`src/rtl/alu_issue_ctrl_pkg.sv`:
```
// Shared types and constants for the ALU issue controller.
package alu_issue_ctrl_pkg;

  localparam int OPCODE_W = 4;
  localparam logic [OPCODE_W-1:0] LAST_OPCODE = 4'd15;

  typedef enum logic [1:0] {
    ST_IDLE = 2'd0,
    ST_EXEC = 2'd1,
    ST_HOLD = 2'd2
  } state_t;

  // A response closes its command when it is a single op, or the final sweep opcode.
  function automatic logic is_final(input logic sweep, input logic [OPCODE_W-1:0] op);
    return !sweep || (op == LAST_OPCODE);
  endfunction

endpackage

```
`src/rtl/alu_issue_ctrl.sv`:
```
// ALU issue controller: accepts a single op or a 16-op sweep, drives registered
// operands/opcode to an external combinational ALU, and holds each result as a
// valid/ready response until the consumer takes it.
//
//   state | meaning
//   IDLE  | waiting for a command; ALU inputs hold their last values
//   EXEC  | ALU inputs settled for one cycle; result captured at its closing edge
//   HOLD  | response presented; advances (next sweep op or IDLE) on rsp_ready
module alu_issue_ctrl
  import alu_issue_ctrl_pkg::*;
#(
  parameter int DATA_W = 8
) (
  input  logic                  clk,
  input  logic                  rst,
  input  logic                  cmd_valid,
  output logic                  cmd_ready,
  input  logic                  cmd_sweep,
  input  logic [OPCODE_W-1:0]   cmd_opcode,
  input  logic [DATA_W-1:0]     cmd_a,
  input  logic [DATA_W-1:0]     cmd_b,
  output logic [DATA_W-1:0]     operand1,
  output logic [DATA_W-1:0]     operand2,
  output logic [OPCODE_W-1:0]   opcode,
  input  logic [2*DATA_W-1:0]   result,
  input  logic                  flagC,
  input  logic                  flagZ,
  output logic                  rsp_valid,
  input  logic                  rsp_ready,
  output logic [2*DATA_W-1:0]   rsp_result,
  output logic                  rsp_flagC,
  output logic                  rsp_flagZ,
  output logic [OPCODE_W-1:0]   rsp_opcode,
  output logic                  rsp_last,
  output logic [15:0]           op_count
);

  state_t state;
  state_t state_nxt;
  logic   sweep_mode;
  logic   accept;
  logic   handshake;
  logic   sweep_more;

  assign accept     = cmd_valid & cmd_ready;
  assign handshake  = rsp_valid & rsp_ready;
  // The sweep stops at the last opcode rather than wrapping back to zero.
  assign sweep_more = sweep_mode && (opcode != LAST_OPCODE);

  // State register.
  always_ff @(posedge clk or posedge rst) begin
    if (rst) state <= ST_IDLE;
    else     state <= state_nxt;
  end

  // Next-state decode.
  always_comb begin
    state_nxt = state;
    case (state)
      ST_IDLE: if (accept) state_nxt = ST_EXEC;
      ST_EXEC: state_nxt = ST_HOLD;
      ST_HOLD: if (rsp_ready) state_nxt = sweep_more ? ST_EXEC : ST_IDLE;
      default: state_nxt = ST_IDLE;
    endcase
  end

  // Handshake outputs decoded from state.
  always_comb begin
    cmd_ready = (state == ST_IDLE);
    rsp_valid = (state == ST_HOLD);
  end

  // ALU input registers: loaded on accept, stepped during a sweep, otherwise held.
  always_ff @(posedge clk or posedge rst) begin
    if (rst) begin
      operand1   <= '0;
      operand2   <= '0;
      opcode     <= '0;
      sweep_mode <= 1'b0;
    end else if (accept) begin
      operand1   <= cmd_a;
      operand2   <= cmd_b;
      opcode     <= cmd_sweep ? '0 : cmd_opcode;
      sweep_mode <= cmd_sweep;
    end else if (handshake && sweep_more) begin
      opcode     <= opcode + 4'd1;
    end
  end

  // Response registers: captured only at the end of EXEC, so they stay frozen through HOLD.
  always_ff @(posedge clk or posedge rst) begin
    if (rst) begin
      rsp_result <= '0;
      rsp_flagC  <= 1'b0;
      rsp_flagZ  <= 1'b0;
      rsp_opcode <= '0;
      rsp_last   <= 1'b0;
    end else if (state == ST_EXEC) begin
      rsp_result <= result;
      rsp_flagC  <= flagC;
      rsp_flagZ  <= flagZ;
      rsp_opcode <= opcode;
      rsp_last   <= is_final(sweep_mode, opcode);
    end
  end

  // Count of accepted responses; wraps naturally at 16 bits.
  always_ff @(posedge clk or posedge rst) begin
    if (rst)            op_count <= '0;
    else if (handshake) op_count <= op_count + 16'd1;
  end

endmodule

```
`config.mk`:
```
export PLATFORM = sky130hd
export DESIGN_NAME = alu_issue_ctrl
export DESIGN_NICKNAME = d
export VERILOG_FILES = /design/src/rtl/alu_issue_ctrl_pkg.sv /design/src/rtl/alu_issue_ctrl.sv
export SDC_FILE = /design/constraint.sdc
export NUM_CORES = 1
export LEC_CHECK = 0
export BUFFER_PORTS_ARGS = -buffer_cell sky130_fd_sc_hd__buf_2
export CAP_MARGIN = 10
export CORE_MARGIN = 2
export CORE_UTILIZATION = 48
export DETAILED_ROUTE_END_ITERATION = 10
export PLACE_DENSITY = 0.79
export SLEW_MARGIN = 40
export SYNTH_ARGS = -nofsm -noshare
export SYNTH_HDL_FRONTEND = slang
export SYNTH_SLANG_ARGS = --single-unit
```
`constraint.sdc`:
```
create_clock -name clk -period 2.2 [get_ports clk]
set_input_delay 0.11 -clock clk [delete_from_list [all_inputs] [get_ports clk]]
set_output_delay 0.11 -clock clk [all_outputs]
set_load 0.02 [all_outputs]
```
==> flow_summary.rst <==
.. list-table::
   :header-rows: 1

   * - Metric
     - Value
   * - Total wirelength of the detailed-routed design
     - 4930 µm
   * - Hold WC Path Type
     - input port to register
   * - Count of vias placed by the detailed router
     - 1848
   * - Number of cells after detailed placement
     - 356
   * - Leading area contributor after synthesis
     - dfrtp_1
   * - Total power per unit cell area
     - 1470 nW/µm²
   * - Final cell count without fillers
     - 376
   * - Share of post-route cells with drive strength above 1
     - 54.9%
   * - Clock buffer depth
     - 2
   * - Synthesized area per cell
     - 13.9 µm²
   * - Chip Height
     - 77.5 µm
   * - CP startpoint kind
     - register
   * - Clk root buf
     - clkbuf_8
   * - Worst voltage drop across the vdd grid
     - 751 µV
   * - Endpoint type of the worst setup path
     - register
   * - Synthesis Warnings
     - 0
   * - Max Slew Vio Count
     - 0
   * - Req. time, crit path
     - 2.40 ns
   * - Placeable Area
     - 5170 µm²
   * - Weighted congestion reported at the end of routability-driven placement
     - 0.773
   * - Number of global-route vias before repair
     - 1882
   * - Congestion Overflow GR
     - 0
   * - Worst slack, placed
     - 0.365 ns
   * - Die Footprint
     - 6000 µm²
   * - Hold Violations, Final
     - 0
   * - Min setup slack post-route
     - 0.355 ns
   * - Wire length per cell
     - 13.1 µm
   * - Remaining antenna violation count
     - 0
   * - Worst Path Max Fanout
     - 7
   * - Final core utilization
     - 66.1%
   * - Global-route wire length before repair
     - 8590 µm
   * - Final nets
     - 346
   * - Achievable Freq
     - 0.542 GHz
   * - Post-synth net total
     - 232
   * - Standard-cell row count
     - 26
   * - Ant. Diodes
     - 0
   * - Antenna violations before repair
     - 0
   * - Clock tree from TritonCTS
     - done
   * - Final setup violation count
     - 0
   * - Clock latency on the worst-skew pair
     - 0.32 ns
   * - Die Wd
     - 77.5 µm
   * - Transition at the pin with the smallest max-transition slack
     - 0.636 ns
   * - Starting Density
     - 50.1%
   * - Final worst hold slack
     - 0.0199 ns
   * - Data arrival at the endpoint of the critical path
     - 2.05 ns
   * - Leakage dissipation
     - 1.71 nW
   * - Maximum level of the CTS H-tree
     - 3
   * - Count of routing violations after the opening detailed-route iteration
     - 73
   * - Clock-pin slew reported for the worst setup and hold paths after clock tree synthesis
     - 0.07 ns
   * - Slew headroom
     - 57.6%
   * - Total CTS buffers
     - 9
   * - Post-detailed-route via-to-cell ratio
     - 4.91
   * - Sink count of the clock tree
     - 62
   * - Total setup buffers inserted after CTS
     - 0
   * - Synthesis-stage register bit count
     - 62
   * - Worst setup skew after layout
     - 0.00482 ns
   * - Portion of the post-synthesis area used by sequential elements
     - 59.8%
   * - Period utilization
     - 83.9%
   * - Largest net degree at the start of global routing
     - 33
   * - Port Buffer Count
     - 103
   * - Overall routing resource usage
     - 18.1%
   * - Cell Area, Synth
     - 2590 µm²
   * - Run status
     - finished clean
   * - Cells after synthesis
     - 187
   * - Unrepaired setup endpoints after global routing
     - false
   * - Fin crit period
     - 1.84 ns
   * - Post-synthesis cell type count
     - 38
   * - DPL Wire Length
     - 3570 µm
   * - Relative area change from synthesis to final layout
     - 31.9%
   * - DRC violation count after routing
     - 0
   * - Detailed Routing Iterations Pass 1
     - 4
   * - Setup TNS
     - 0 ns
   * - Fraction of synthesized cell area taken by the top area cell type
     - 59.8%
   * - Total I/O pin count
     - 104
   * - Count of maximum capacitance violations
     - 0
   * - Largest cells by area after synthesis
     - dfrtp_1 60%, mux2_2 17%, xnor2_1 3.4%
   * - Critical path start-end classification
     - register to register
## cells in the mapped netlist (all sizes together)
cell type / n
nand2: 7
o22a: 1
a22oi: 1
nor4: 1
nand2b: 3
dfrtp: 62
nand3b: 1
mux2: 40
a31oi: 1
a41oi: 1
ha: 2
a31o: 1
nor2: 6
and4: 2
and3: 1
buf: 6
and3b: 1
xor2: 5
nor3b: 1
nand4b: 1
o32a: 1
a21o: 1
clkbuf: 1
mux2i: 1
and4b: 1
inv: 6
o21ai: 3
a211oi: 1
nand4: 3
a2111oi: 1
xnor2: 10
nand3: 8
a21oi: 3
a21boi: 1
and2: 2
## final timing paths
kind                                     startpoint                         to  slack (ns)  depth (start not counted)
hold reg to reg            op_count[15]$_DFFE_PP0P_   op_count[15]$_DFFE_PP0P_        0.47                          1
hold / removal                            result[6]  rsp_result[6]$_DFFE_PP0N_        0.02                          2
max in group asynchronous                       rst    operand1[1]$_DFFE_PP0P_        1.18                          4
setup reg to reg              opcode[0]$_DFFE_PP0P_      opcode[1]$_DFFE_PP0P_        0.36                          4
setup / recovery              opcode[0]$_DFFE_PP0P_      opcode[1]$_DFFE_PP0P_        0.36                          4
min in group asynchronous                       rst    op_count[0]$_DFFE_PP0P_        0.42                          3
## cell families after synthesis
family                     after synthesis  synth area share [%]
DFF                                     62                  59.8
muxes                                   41                  17.9
and+or+nand+nor                         38                  8.69
AOI/OAI and AO/OA                       16                  5.12
xor gates and xnor gates                15                  5.07
buffers and inverters                   13                  2.41
adders and majority gates                2                 0.965
## stage by stage
| stage | power [mW] | cell area [µm²] |
|---|---|---|
| 3_5_place_dp | 4.14 | 3200 |
| 5_1_grt | 5.37 | 3420 |
| 6_report | 5.01 | 3420 |
| 2_1_floorplan | 3.44 | 2590 |
| 3_3_place_gp | 4.07 | 3200 |
| 4_1_cts | 5.09 | 3390 |
## metal layers
layer	wire length (µm)	GRT usage [%]	vias up
li1	-	-	890
met1	2160	22.8	890
met2	2370	29.3	63
met3	344	4.88	5
met4	45	8.04	0
met5	0	0	-
## critical path, stage by stage, from the launching register on
cell       delay [ns]
dfrtp_1          0.44
ha_1             0.26
and4_4           0.20
a2111oi_4        0.49
mux2_4           0.34
## cell usage in the layout, fill, tap and decap left out, drive strengths merged, types with 2 or more instances in the layout
cell         instances
buf                106
dfrtp               62
mux2                40
clkbuf              11
xnor2               10
nand3                8
nand2                7
nor2                 6
inv                  6
xor2                 5
clkinv               4
dlygate4sd3          4
nand2b               3
nand4                3
a21oi                3
o21ai                3
and2                 2
ha                   2
and4                 2
## sequential cells by signal, summed over array words and instances, names as in the netlist, 2 cells and up
name / flops
op_count: 16
opcode: 4
operand1: 8
operand2: 8
rsp_opcode: 4
rsp_result: 16
state: 2
## power breakdown
part / switching, mW / internal, mW / leakage, nW
Combinational: 1.19 / 0.964 / 0.851
Clock: 0.398 / 0.516 / 0.0968
Sequential: 0.331 / 1.61 / 0.761
## cell type report
class	count	area, µm²
clock buffers	11	131
well taps	70	87.6
repair buffers	110	591
fillers	418	1750
multi-input cells	112	985
clock inverters	5	50.0
inverters	6	22.5
flip-flops and latches	62	1550
## timing repair
item,CTS,global route
hold endpoints to repair,30,3
gates resized for setup,0,0
setup endpoints to repair,0,0
hold buffers,1,3
Note: power is estimated with default switching activity, not from simulation.
